## src/rtl/vga_sprite_engine.sv

```systemverilog
// VGA raster generator with a single rectangular sprite that bounces or wraps.
// All pins are registered from the pixel counters; the sprite moves at most once per frame.
module vga_sprite_engine #(
    parameter int                 H_ACTIVE = 640,
    parameter int                 H_FP     = 16,
    parameter int                 H_SYNC   = 96,
    parameter int                 H_BP     = 48,
    parameter int                 V_ACTIVE = 480,
    parameter int                 V_FP     = 10,
    parameter int                 V_SYNC   = 2,
    parameter int                 V_BP     = 33,
    parameter logic               HS_POL   = 1'b0,
    parameter logic               VS_POL   = 1'b0,
    parameter int                 CLK_DIV  = 2,
    parameter int                 COLOR_W  = 12,
    parameter int                 SPR_W    = 32,
    parameter int                 SPR_H    = 32,
    parameter int                 STEP     = 4,
    parameter logic [COLOR_W-1:0] FG_COLOR = 12'hF00,
    parameter logic [COLOR_W-1:0] BG_COLOR = 12'h00F
) (
    input  logic               clk50M,
    input  logic               reset,
    input  logic [1:0]         key,
    output logic               VGA_HSYNC,
    output logic               VGA_VSYNC,
    output logic [COLOR_W-1:0] VGA_D,
    output logic               de,
    output logic               frame_tick
);

    localparam int H_TOTAL = H_ACTIVE + H_FP + H_SYNC + H_BP;
    localparam int V_TOTAL = V_ACTIVE + V_FP + V_SYNC + V_BP;
    localparam int MAX_T   = (H_TOTAL > V_TOTAL) ? H_TOTAL : V_TOTAL;
    // Wide enough for counters and for pos+STEP before the edge clamp.
    localparam int CW      = $clog2(MAX_T + STEP + 1);
    localparam int DW      = (CLK_DIV > 1) ? $clog2(CLK_DIV) : 1;

    localparam logic [DW-1:0] DIV_LAST   = DW'(CLK_DIV - 1);
    localparam logic [CW-1:0] H_LAST     = CW'(H_TOTAL - 1);
    localparam logic [CW-1:0] V_LAST     = CW'(V_TOTAL - 1);
    localparam logic [CW-1:0] H_ACT      = CW'(H_ACTIVE);
    localparam logic [CW-1:0] V_ACT      = CW'(V_ACTIVE);
    localparam logic [CW-1:0] V_ACT_LAST = CW'(V_ACTIVE - 1);
    localparam logic [CW-1:0] HS_START   = CW'(H_ACTIVE + H_FP);
    localparam logic [CW-1:0] HS_END     = CW'(H_ACTIVE + H_FP + H_SYNC);
    localparam logic [CW-1:0] VS_START   = CW'(V_ACTIVE + V_FP);
    localparam logic [CW-1:0] VS_END     = CW'(V_ACTIVE + V_FP + V_SYNC);
    localparam logic [CW-1:0] XMAX_C     = CW'(H_ACTIVE - SPR_W);
    localparam logic [CW-1:0] YMAX_C     = CW'(V_ACTIVE - SPR_H);
    localparam logic [CW-1:0] SPR_W_C    = CW'(SPR_W);
    localparam logic [CW-1:0] SPR_H_C    = CW'(SPR_H);
    localparam logic [CW-1:0] STEP_C     = CW'(STEP);

    // One-axis motion step; returns {new_dir, new_pos}, dir 0 = increasing.
    function automatic logic [CW:0] axis_next(input logic [CW-1:0] pos, input logic dir,
                                              input logic [CW-1:0] pmax, input logic wrap);
        logic [CW-1:0] pos_n;
        logic          dir_n;
        pos_n = pos;
        dir_n = dir;
        if (wrap) begin
            if (!dir) begin
                if (pos + STEP_C > pmax) pos_n = '0;
                else                     pos_n = pos + STEP_C;
            end else begin
                if (pos < STEP_C) pos_n = pmax;
                else              pos_n = pos - STEP_C;
            end
        end else begin
            if (!dir) begin
                if (pos + STEP_C >= pmax) begin
                    pos_n = pmax;
                    dir_n = 1'b1;
                end else begin
                    pos_n = pos + STEP_C;
                end
            end else begin
                if (pos <= STEP_C) begin
                    pos_n = '0;
                    dir_n = 1'b0;
                end else begin
                    pos_n = pos - STEP_C;
                end
            end
        end
        return {dir_n, pos_n};
    endfunction

    logic [DW-1:0]      div_q, div_d;
    logic [CW-1:0]      h_cnt_q, h_cnt_d, v_cnt_q, v_cnt_d;
    logic [1:0]         key_meta_q, key_meta_d, key_sync_q, key_sync_d;
    logic               key1_prev_q, key1_prev_d;
    logic               mode_q, mode_d;
    logic [CW-1:0]      x_q, x_d, y_q, y_d;
    logic               dx_q, dx_d, dy_q, dy_d;
    logic               hsync_q, hsync_d, vsync_q, vsync_d;
    logic [COLOR_W-1:0] data_q, data_d;
    logic               de_q, de_d, tick_q, tick_d;
    logic               pix_en_s, h_wrap_s, tick_s, hs_s, vs_s, vis_s, in_spr_s;

    // Next-state logic: counters, key sync, sprite motion and pixel decode.
    always_comb begin
        pix_en_s = (div_q == DIV_LAST);
        h_wrap_s = pix_en_s && (h_cnt_q == H_LAST);
        tick_s   = h_wrap_s && (v_cnt_q == V_ACT_LAST);

        div_d = (div_q == DIV_LAST) ? '0 : div_q + 1'b1;

        if (pix_en_s) begin
            h_cnt_d = h_wrap_s ? '0 : h_cnt_q + 1'b1;
        end else begin
            h_cnt_d = h_cnt_q;
        end

        if (h_wrap_s) begin
            v_cnt_d = (v_cnt_q == V_LAST) ? '0 : v_cnt_q + 1'b1;
        end else begin
            v_cnt_d = v_cnt_q;
        end

        key_meta_d  = key;
        key_sync_d  = key_meta_q;
        key1_prev_d = key_sync_q[1];
        // The toggled mode is used directly so a toggle on the tick cycle applies immediately.
        mode_d      = mode_q ^ (key_sync_q[1] & ~key1_prev_q);

        if (tick_s && key_sync_q[0]) begin
            {dx_d, x_d} = axis_next(x_q, dx_q, XMAX_C, mode_d);
            {dy_d, y_d} = axis_next(y_q, dy_q, YMAX_C, mode_d);
        end else begin
            {dx_d, x_d} = {dx_q, x_q};
            {dy_d, y_d} = {dy_q, y_q};
        end

        hs_s     = (h_cnt_q >= HS_START) && (h_cnt_q < HS_END);
        vs_s     = (v_cnt_q >= VS_START) && (v_cnt_q < VS_END);
        vis_s    = (h_cnt_q < H_ACT) && (v_cnt_q < V_ACT);
        in_spr_s = (h_cnt_q >= x_q) && (h_cnt_q < x_q + SPR_W_C) &&
                   (v_cnt_q >= y_q) && (v_cnt_q < y_q + SPR_H_C);

        hsync_d = hs_s ? HS_POL : ~HS_POL;
        vsync_d = vs_s ? VS_POL : ~VS_POL;
        de_d    = vis_s;
        tick_d  = tick_s;
        if (vis_s) begin
            data_d = in_spr_s ? FG_COLOR : BG_COLOR;
        end else begin
            data_d = '0;
        end
    end

    // State and output registers with synchronous reset.
    always_ff @(posedge clk50M) begin
        if (reset) begin
            div_q       <= '0;
            h_cnt_q     <= '0;
            v_cnt_q     <= '0;
            key_meta_q  <= 2'b00;
            key_sync_q  <= 2'b00;
            key1_prev_q <= 1'b0;
            mode_q      <= 1'b0;
            x_q         <= '0;
            y_q         <= '0;
            dx_q        <= 1'b0;
            dy_q        <= 1'b0;
            hsync_q     <= ~HS_POL;
            vsync_q     <= ~VS_POL;
            data_q      <= '0;
            de_q        <= 1'b0;
            tick_q      <= 1'b0;
        end else begin
            div_q       <= div_d;
            h_cnt_q     <= h_cnt_d;
            v_cnt_q     <= v_cnt_d;
            key_meta_q  <= key_meta_d;
            key_sync_q  <= key_sync_d;
            key1_prev_q <= key1_prev_d;
            mode_q      <= mode_d;
            x_q         <= x_d;
            y_q         <= y_d;
            dx_q        <= dx_d;
            dy_q        <= dy_d;
            hsync_q     <= hsync_d;
            vsync_q     <= vsync_d;
            data_q      <= data_d;
            de_q        <= de_d;
            tick_q      <= tick_d;
        end
    end

    assign VGA_HSYNC  = hsync_q;
    assign VGA_VSYNC  = vsync_q;
    assign VGA_D      = data_q;
    assign de         = de_q;
    assign frame_tick = tick_q;

endmodule

```

## config.mk

```make
export PLATFORM = sky130hd
export DESIGN_NAME = vga_sprite_engine
export DESIGN_NICKNAME = d
export VERILOG_FILES = /design/src/rtl/vga_sprite_engine.sv
export SDC_FILE = /design/constraint.sdc
export NUM_CORES = 1
export LEC_CHECK = 0
export BUFFER_PORTS_ARGS = -buffer_cell sky130_fd_sc_hd__buf_4
export CORE_MARGIN = 3
export CORE_UTILIZATION = 56
export DETAILED_ROUTE_END_ITERATION = 6
export GPL_ROUTABILITY_DRIVEN = 0
export PLACE_DENSITY = 0.73
export SYNTH_ARGS = -nofsm -noshare
export SYNTH_HDL_FRONTEND = slang
export SYNTH_SLANG_ARGS = --single-unit
```

## constraint.sdc

```tcl
create_clock -name clk50M -period 2.1 [get_ports clk50M]
set_input_delay 0 -clock clk50M [delete_from_list [all_inputs] [get_ports clk50M]]
set_output_delay 0 -clock clk50M [all_outputs]
set_load 0.02 [all_outputs]
```

==> results by group, run 1 <==
Timing
  – Fin crit period: 2180 ps
  – Setup Viol. Count Final: 2
  – Setup ws final: -78.5 ps
  – Clock Skews: 10.5 ps
  – Achievable Freq: 459 MHz
  – Slew @ Worst Pin: 627 ps
  – Slew margin rel.: 0.571
  – Period utilisation layout: 1.04
  – Unrepaired setup endpoints after global routing: true
  – Final number of max-transition violations: 0
  – Worst Hold Margin: 99.1 ps
  – Final hold vios: 0
  – TNS Setup: -106 ps

Synthesis
  – Yosys top cell area share: 0.249
  – Top-count cell post-synth: dfxtp_1
  – Post-synthesis sequential area ratio: 0.249
  – Syn_area_per_cell: 8.14 sq um
  – Ys flop type: dfxtp_1
  – Ys async rst share: 0
  – Post-synth top cells: 51 x dfxtp_1, 44 x nor2_1, 42 x ha_1, 35 x nand2_1, 29 x inv_1
  – Ys Warns: 0
  – Yosys reg bits: 51
  – Synth cell types: 73
  – Post-synth EDFFs: 0
  – Post-Syn Instances: 503
  – Top cells by area, synth: dfxtp_1 25%, ha_1 13%, xnor2_1 4.7%
  – Biggest area consumer among synthesized cells: dfxtp_1
  – Mapped cell area: 4090 sq um

Worst setup path
  – Setup crit end kind: flop
  – CP startpoint kind: flop
  – WP data required: 2300 ps
  – Cell chain of the critical path: buf_4 > nor4_1 > nand2_1 > o21ai_0 > o21ai_0 > a221oi_1 > a211oi_1
  – Worst path slowest cell: nor4_1
  – Crit Path Max Fanout: 6
  – CP peak stage delay: 470 ps
  – Most common cell on crit path: o21ai_0
  – WP buf/inv: 1
  – Delay-heaviest family, CP: compound AO/OA/AOI/OAI gates
  – Worst Path Arrival: 2380 ps
  – Setup CP Type: reg -> reg

Layout
  – Fin nets: 593
  – FF+latch area: 1030 sq um
  – Antenna cells: 0
  – Multi-input gate area: 2980 sq um
  – Share of layout cells above drive strength 1: 0.239
  – Core Util, Final: 0.705
  – Fin cells: 644
  – # fillers: 554
  – Final Cell Area: 4900 sq um
  – Area Overhead vs Synth: 19.6%

Routing
  – Post-Route WL: 11500 um
  – Routed WL per cell: 17.8 um
  – Via-per-instance ratio: 6.23
  – DRT antenna net count: 0
  – Initial DRC Count: 300
  – DR pass1 iterations: 5
  – Via count: 4015
  – # DRC: 0

Floorplanning
  – IO Count: 20
  – Initial Util: 0.590
  – Core ar.: 6940 sq um
  – Die Ht: 91.5 um
  – Row cnt: 30
  – Die area: 8370 sq um
  – Die X: 91.5 um

Clock network
  – CTS root buf: clkbuf_8
  – Maximum root-to-sink buffer count: 2
  – CTS tree: built
  – CTS Buf Count: 5
  – Reg clk slew, reported paths: 100 ps
  – Worst-Skew Late Latency: 320 ps
  – Clock Sink Count: 51
  – H-tree levels: 2

Job
  – Max-cap viol count: 0

Power
  – Maximum vdd drop: 387 uV
  – Power Density: 372 nW/um^2
  – Static Leakage: 1.97 nW

Global route
  – GRT Util Overall: 0.262
  – First-pass GRT wire length: 17900 um
  – Vias in the first global route: 3692
  – Initial antenna violation count: 0
  – Congestion Overflow GR: 0
  – Largest net degree at the start of global routing: 33

Outcome
  – Outcome: finished with violations
  – Failing checks: negative setup slack

Placed design
  – Placed Cells: 627
  – IO buf count: 15
  – Post-DP Area: 4480 sq um
  – HPWL Detailed: 8010 um

Hold path
  – Min-Delay Path Class: in -> reg
==> worst register-to-register path: cells and delay by family, from the launching register on <==
family	cells	cell delay, ps
AO/OA/AOI/OAI	4	840
buffers and inverters	1	160
flip-flops	1	350
AND/OR/NAND/NOR	2	710
==> per-stage QoR <==
stage	setup slack, ps	total power (W)
detailed placement	-12.9	0.00112
global placement	22.0	0.00111
finish	-78.5	0.00182
CTS	7.31	0.00183
floorplan	24.3	0.00109
global route	-146	0.00189
==> layout make-up <==
type / count / share of cell area
Clock inverter: 2 / 0.00792
Timing Repair Buffer: 70 / 0.109
Inverter: 30 / 0.0238
Multi-Input combinational cell: 389 / 0.609
Sequential cell: 51 / 0.211
Clock buffer: 6 / 0.0148
Tap cell: 96 / 0.0245
==> placed cells by master (no fill, tap or decap), drive strengths merged, types with 6 or more instances in the layout <==
cell type / n
buf: 68
o21ai: 24
inv: 29
or3: 6
a211oi: 14
dfxtp: 51
o21a: 6
nor2: 45
nand4: 17
nor3: 14
ha: 42
xnor2: 22
nor2b: 6
xor2: 14
a21oi: 22
clkbuf: 6
nand3: 25
nand2: 35
==> path summary, 6_finish.rpt <==
path | startpoint | endpoint | slack [ps] | depth (start not counted)
setup / recovery | y_q[6] | y_q[6] | -80 | 7
hold / removal | reset | h_cnt_q[6] | 100 | 2
setup reg to reg | y_q[6] | y_q[6] | -80 | 7
hold reg to reg | key_meta_q[0] | key_sync_q[0] | 450 | 1
==> layer usage <==
metal	vias to the layer above	global-route usage	wire length (um)
met3	49	0.0381	946
met5	-	0	0
met4	0	0.119	405
li1	1916	-	-
met1	1820	0.351	4820
met2	230	0.413	5320
==> cell families after synthesis <==
kind of cell / count (synthesis) / share of synthesized area
AOI/OAI and AO/OA: 122 / 0.223
other: 1 / 0.000916
xor gates and xnor gates: 36 / 0.0770
DFF: 51 / 0.249
buffers and inverters: 67 / 0.0801
muxes: 2 / 0.00489
adders and majority gates: 42 / 0.128
and+or+nand+nor: 182 / 0.237
==> power by group <==
part           switching [W]  internal [W]  leakage (nW)
clock               0.000360      0.000361        0.0558
sequential        0.00000940      0.000977         0.418
combinational      0.0000729     0.0000390          1.49
total               0.000443       0.00138          1.97
==> sequential cells by signal (all words and copies together) (netlist names), 2 cells and up <==
signal	flops
h_cnt_q	10
y_q	8
VGA_D	2
v_cnt_q	10
key_meta_q	2
x_q	8
key_sync_q	2
==> repair_timing <==
item | 4_1_cts | 5_1_grt
setup buffers | 0 | 6
pin swaps | 0 | 11
endpoints found under the setup margin | 1 | 19
resized for setup | 2 | 45
hold endpoints to repair | 2 | 0
hold buffers | 2 | 0
gates cloned | 0 | 1
(Power assumes the default switching activity.)
==> run 2, diff against run 1 <==
--- a/config.mk
+++ b/config.mk
@@ -5,6 +5,7 @@
 export SDC_FILE = /design/constraint.sdc
 export NUM_CORES = 1
 export LEC_CHECK = 0
+export ABC_AREA = 1
 export BUFFER_PORTS_ARGS = -buffer_cell sky130_fd_sc_hd__buf_4
 export CORE_MARGIN = 3
 export CORE_UTILIZATION = 56
==> results by group, run 2 <==
Layout
  – # fillers: 647 (+17%)
  – Most frequent cells in the layout: 123 x nand2_1, 82 x nor2_1, 67 x inv_1
  – Most common cell after layout, fill and taps aside: nand2_1
  – Top flop regs: h_cnt_q: 10 flops, v_cnt_q: 10 flops
  – Area Overhead vs Synth: 11.6%
  – Fin nets: 677 (+14%)
  – Share of layout cells above drive strength 1: 0.139 (-0.0998)
  – Final Cell Area: 4540 sq um (-7.2%)
  – Fin cells: 728 (+13%)
  – Antenna cells: 0 (unchanged)

Worst setup path
  – Worst Path Arrival: 2180 ps (-200 ps)
  – WP data required: 2300 ps (about the same)
  – Setup CP Type: reg -> reg
  – Setup crit end kind: flop
  – CP peak stage delay: 380 ps (-90 ps)
  – Cell chain of the critical path: ha_4 > nand3_2 > xor2_1 > ha_1 > nand2_1 > nor2_1 > a211oi_1 > o21ai_0 > nor2_1 > nand3_1 > nor2_1 > nor2_1
  – Worst path slowest cell: dfxtp_4
  – Most common cell on crit path: nor2_1
  – CP startpoint kind: flop
  – Crit Path Max Fanout: 3 (-3)

Timing
  – Unrepaired setup endpoints after global routing: true
  – Worst Hold Margin: 95.8 ps (-3.31 ps)
  – Period utilisation layout: 0.943 (-0.0941)
  – Fin crit period: 1980 ps (-198 ps)
  – Final number of max-transition violations: 0 (unchanged)
  – Final hold vios: 0 (unchanged)
  – Clock Skews: 9.10 ps (-1.41 ps)
  – Achievable Freq: 505 MHz (+10%)
  – Setup ws final: 119 ps (+198 ps)
  – Setup Viol. Count Final: 0 (-2)

Synthesis
  – Yosys top cell area share: 0.251 (+0.00138)
  – Top-count cell post-synth: nand2_1
  – Yosys reg bits: 51 (unchanged)
  – Top cells by area, synth: dfxtp_1 25%, ha_1 13%, nand2_1 12%
  – Ys flop type: dfxtp_1
  – Syn_area_per_cell: 6.70 sq um (-18%)
  – Post-Syn Instances: 608 (+21%)
  – Biggest area consumer among synthesized cells: dfxtp_1
  – Post-synthesis sequential area ratio: 0.251 (+0.00138)
  – Ys Warns: 0 (unchanged)
  – Post-synth top cells: 126 x nand2_1, 85 x nor2_1, 69 x inv_1, 51 x dfxtp_1, 42 x ha_1
  – Synth cell types: 42 (-42%)
  – Mapped cell area: 4070 sq um (-0.55%)
  – Ys async rst share: 0 (unchanged)
  – Post-synth EDFFs: 0 (unchanged)

Placed design
  – Post-DP Area: 4280 sq um (-4.5%)
  – HPWL Detailed: 7590 um (-5.2%)
  – Place WS: 19.7 ps (+32.5 ps)
  – Placed Cells: 714 (+14%)
  – IO buf count: 15 (unchanged)

Global route
  – GRT Util Overall: 0.239 (-0.0230)
  – Largest net degree at the start of global routing: 29 (-12%)
  – First-pass GRT wire length: 16600 um (-7.5%)
  – Congestion Overflow GR: 0 (unchanged)
  – Initial antenna violation count: 0 (unchanged)
  – Vias in the first global route: 3653 (-1.1%)

Power
  – Pwr Total: 0.00192 W (+5.4%)
  – Maximum vdd drop: 332 uV (-14%)
  – Static Leakage: 2.05 nW (+4.0%)
  – Power Density: 422 nW/um^2 (+14%)

Floorplanning
  – Core ar.: 6910 sq um (-0.54%)
  – Die X: 91.3 um (-0.26%)
  – Row cnt: 30 (unchanged)
  – Die Ht: 91.3 um (-0.26%)
  – Die area: 8330 sq um (-0.51%)
  – IO Count: 20 (unchanged)
  – Initial Util: 0.589 (about the same)

Clock network
  – Maximum root-to-sink buffer count: 2 (unchanged)
  – CTS Buf Count: 5 (unchanged)
  – Worst-Skew Late Latency: 310 ps (about the same)
  – H-tree levels: 2 (unchanged)
  – Reg clk slew, reported paths: 100 ps (about the same)
  – CTS root buf: clkbuf_8
  – Clock Sink Count: 51 (unchanged)
  – CTS tree: built

Routing
  – DRT antenna net count: 0 (unchanged)
  – Initial DRC Count: 144 (-52%)
  – Post-Route WL: 10100 um (-12%)
  – # DRC: 0 (unchanged)
  – Routed WL per cell: 13.8 um (-23%)
  – DR pass1 iterations: 5 (unchanged)
  – Via-per-instance ratio: 5.47 (-12%)
  – Via count: 3983 (-0.80%)

Outcome
  – Outcome: finished, final reports clean

Job
  – Max-cap viol count: 0 (unchanged)

Hold path
  – Min-Delay Path Class: in -> reg
[run 2: cell types whose count changed in the layout (fill, tap and decap cells not counted), sizes merged, moves of 8 or more]
cell,before,now
nor2,45,91
a21oi,22,40
inv,29,74
a211oi,14,5
xor2,14,23
nand2,35,129
xnor2,22,3
buf,68,33
o21ai,24,32
nand3,25,39
[run 2: through the flow]
step | TNS, ps | util
floorplan | 0 | -
global placement | 0 | 0.619
detailed placement | 0 | 0.619
CTS | 0 | 0.641
global route | -101 | 0.658
finish | 0 | 0.658
[run 2: metal layers]
layer | wire length, um | GRT usage | vias up
li1 | - | - | 2032
met4 | 125 | 0.0754 | 0
met2 | 4890 | 0.403 | 112
met3 | 496 | 0.0307 | 14
met5 | 0 | 0 | -
met1 | 4550 | 0.316 | 1825
[run 2: area by class of cell]
class	instances	area, sq um	area share
inverters	76	285	0.0628
clock buffers	6	72.6	0.0160
flip-flops and latches	51	1040	0.229
clock inverters	2	60.1	0.0132
multi-input cells	462	2680	0.590
well taps	96	120	0.0264
repair buffers	35	284	0.0625
[run 2: repair_timing]
action                                 CTS  global route
setup endpoints to repair                0            19
hold buffers                             2             0
endpoints found under the hold margin    2             0
gates resized for setup                  0            29
setup buffers                            0             4
[run 2: power by group]
part           switching [W]  total, W  internal [W]
combinational      0.0000803  0.000119     0.0000390
clock               0.000340  0.000816      0.000477
sequential        0.00000810  0.000983      0.000975
total               0.000428   0.00192       0.00149
[run 2: kinds of logic (layout without fill, tap and decap cells)]
logic type,Yosys count,after routing,synth area share
DFF,51,51,0.251
and+or+nand+nor,298,298,0.324
buffers and inverters,98,119,0.105
AOI/OAI and AO/OA,92,92,0.134
other,1,4,0.000921
adders and majority gates,42,42,0.129
xor gates and xnor gates,26,26,0.0559
[run 2: final timing paths]
kind / slack, ps / from / cells past startpoint / to
worst min register to register: 410 / key_meta_q[0] / 2 / key_sync_q[0]
worst max register to register: 120 / x_q[5] / 12 / VGA_D[3]
worst max-delay path: 120 / x_q[5] / 12 / VGA_D[3]
worst min-delay path: 100 / reset / 2 / key_meta_q[1]
[run 2: critical path, delay by kind of cell (launching register included)]
kind                     cells  cell delay [ps]
flip-flops                   1              380
AND/OR/NAND/NOR              7              600
adder cells (fa/ha/maj)      2              470
AO/OA/AOI/OAI                2              260
XOR/XNOR                     1              160
==> run 3, diff against run 2 <==
--- a/config.mk
+++ b/config.mk
@@ -7,7 +7,7 @@
 export LEC_CHECK = 0
 export ABC_AREA = 1
 export BUFFER_PORTS_ARGS = -buffer_cell sky130_fd_sc_hd__buf_4
-export CORE_MARGIN = 3
+export CORE_MARGIN = 2
 export CORE_UTILIZATION = 56
 export DETAILED_ROUTE_END_ITERATION = 6
 export GPL_ROUTABILITY_DRIVEN = 0
==> results by group, run 3 (synthesis gave the netlist of run 2 again) <==
Routing
  – Routed wl met2: 4870 um (-0.43%)
  – Met1 WL: 4590 um (+1.0%)
  – Via-per-instance ratio: 5.50 (+0.49%)
  – Post-Route WL: 10200 um (+1.1%)
  – Routed WL per cell: 13.9 um (+0.68%)
  – DR pass1 iterations: 7 (+2)
  – # DRC: 0 (unchanged)
  – DRT antenna net count: 0 (unchanged)
  – Initial DRC Count: 206 (+43%)
  – Highest Signal Layer: met4
  – Wire length on met3: 511 um (+3.0%)
  – Via count: 4019 (+0.90%)

Clock network
  – Reg clk slew, reported paths: 100 ps (about the same)
  – H-tree levels: 2 (unchanged)
  – CTS root buf: clkbuf_8
  – Worst-Skew Late Latency: 320 ps (about the same)
  – CTS Buf Count: 5 (unchanged)
  – CTS tree: built
  – Clock Sink Count: 51 (unchanged)
  – Maximum root-to-sink buffer count: 2 (unchanged)

Worst setup path
  – Worst path slowest cell: dfxtp_2
  – Reg-to-reg startpoint: x_q[6]
  – Most common cell on crit path: nor2_1
  – CP startpoint kind: flop
  – R2R Setup Slk: 140 ps (+20 ps)
  – WP data required: 2320 ps (+20 ps)
  – Setup crit end kind: flop
  – Crit Path Max Fanout: 4 (+1)
  – Setup CP Type: reg -> reg
  – CP peak stage delay: 370 ps (about the same)
  – Cell chain of the critical path: ha_2 > nand3_1 > xor2_1 > ha_1 > nand2_1 > nor2_1 > a211oi_1 > o21ai_1 > nor2_1 > nand3_1 > nor2_1 > nor2_1
  – Worst Path Arrival: 2180 ps (about the same)
  – R2R Path End: VGA_D[3]
  – R2R cell count: 12 (unchanged)

Timing
  – Final hold vios: 0 (unchanged)
  – Final number of max-transition violations: 0 (unchanged)
  – Unrepaired setup endpoints after global routing: true
  – Clock Skews: 11.5 ps (+2.45 ps)
  – Period utilisation layout: 0.933 (-0.0101)
  – Achievable Freq: 510 MHz (+1.1%)
  – TNS Setup: 0 ps (unchanged)
  – Fin crit period: 1960 ps (-21.2 ps)
  – Setup Viol. Count Final: 0 (unchanged)

Power
  – Maximum vdd drop: 311 uV (-6.4%)
  – Static Leakage: 2.02 nW (-1.3%)
  – Power Density: 384 nW/um^2 (-9.1%)

Layout
  – Share of layout cells above drive strength 1: 0.130 (-0.00949)
  – Final Cell Area: 4450 sq um (-2.0%)
  – # fillers: 707 (+9.3%)
  – Core Util, Final: 0.624 (-0.0342)
  – Multi-input gate area: 2650 sq um (-1.0%)
  – Antenna cells: 0 (unchanged)
  – Fin nets: 677 (unchanged)
  – Area Overhead vs Synth: 9.31%
  – Most common cell after layout, fill and taps aside: nand2_1
  – FF+latch area: 1030 sq um (-1.1%)
  – Top flop regs: h_cnt_q: 10 flops, v_cnt_q: 10 flops
  – Most frequent cells in the layout: 124 x nand2_1, 82 x nor2_1, 68 x inv_1
  – Fin cells: 731 (+0.41%)

Placed design
  – Post-DP Area: 4300 sq um (+0.44%)
  – Placed Cells: 719 (+0.70%)
  – IO buf count: 15 (unchanged)
  – HPWL Detailed: 7820 um (+3.0%)

Global route
  – Largest net degree at the start of global routing: 29 (unchanged)
  – GRT Util Overall: 0.264 (+0.0253)
  – Congestion Overflow GR: 0 (unchanged)
  – Vias in the first global route: 3559 (-2.6%)
  – Initial antenna violation count: 0 (unchanged)
  – First-pass GRT wire length: 16600 um (-0.20%)

Floorplanning
  – Core ar.: 7140 sq um (+3.3%)
  – IO Count: 20 (unchanged)
  – Row cnt: 31 (+3.3%)
  – Die area: 7970 sq um (-4.3%)
  – Die Ht: 89.3 um (-2.2%)
  – Initial Util: 0.570 (-0.0190)
  – Die X: 89.3 um (-2.2%)

Hold path
  – Worst Hold Path EP: key_meta_q[0]
  – Hold_sp: reset
  – Min-Delay Path Class: in -> reg
  – Hold Path Stages: 2 (unchanged)

Job
  – Max-cap viol count: 0 (unchanged)

Outcome
  – Outcome: finished, final reports clean
[run 3: cell count changes in the layout (fill, tap and decap cells not counted), moves of 2 or more]
cell,previous run,this run
dfxtp_1,41,44
bufinv_16,2,0
buf_4,31,33
dfxtp_4,3,0
[run 3: cell type report]
type,count,area share
inverter,76,0.0641
clock buffer,5,0.0155
sequential,51,0.231
clock inverter,3,0.00506
tap,99,0.0278
multi-input combinational,462,0.596
timing repair buffer,35,0.0602
[run 3: power breakdown]
part / leakage (nW) / switching, W / internal, W
Clock: 0.0485 / 0.000362 / 0.000240
Combinational: 1.55 / 0.0000797 / 0.0000391
Sequential: 0.417 / 0.00000942 / 0.000979
[run 3: how the worst max path moves through the flow]
stage / startpoint / endpoint / slack [ps] / cells past startpoint
2_1_floorplan: x_q[5] / VGA_D[3] / 180 / 12
3_3_place_gp: y_q[5] / VGA_D[3] / 150 / 11
3_5_place_dp: x_q[6] / VGA_D[3] / 80 / 12
4_1_cts: x_q[6] / VGA_D[3] / 70 / 12
5_1_grt: y_q[5] / VGA_D[10] / -10 / 10
6_report: x_q[6] / VGA_D[3] / 140 / 12
[run 3: stage by stage]
stage	total power [W]	hold WS, ps	worst slack (ps)
finish	0.00171	70.5	140
global route	0.00177	91.0	-11.7
CTS	0.00172	70.5	66.2
detailed placement	0.00112	208	84.9
global placement	0.00112	199	154
floorplan	0.00110	107	177
[run 3: metal layers]
layer | GRT usage | up-vias
met5 | 0 | -
met4 | 0.0868 | 0
met3 | 0.0305 | 16
met2 | 0.446 | 108
met1 | 0.351 | 1862
li1 | - | 2033
[run 3: critical path: cells and delay by family (launching register included)]
family	cells	cell delay, ps
AOI/OAI and AO/OA	2	270
and+or+nand+nor	7	530
adders and majority gates	2	510
DFF	1	370
xor gates and xnor gates	1	160
[run 3: timing repair]
item	4_1_cts	5_1_grt
resized for setup	0	16
hold endpoints to repair	2	0
buffers inserted	0	2
setup endpoints to repair	0	14
hold buffers	2	0
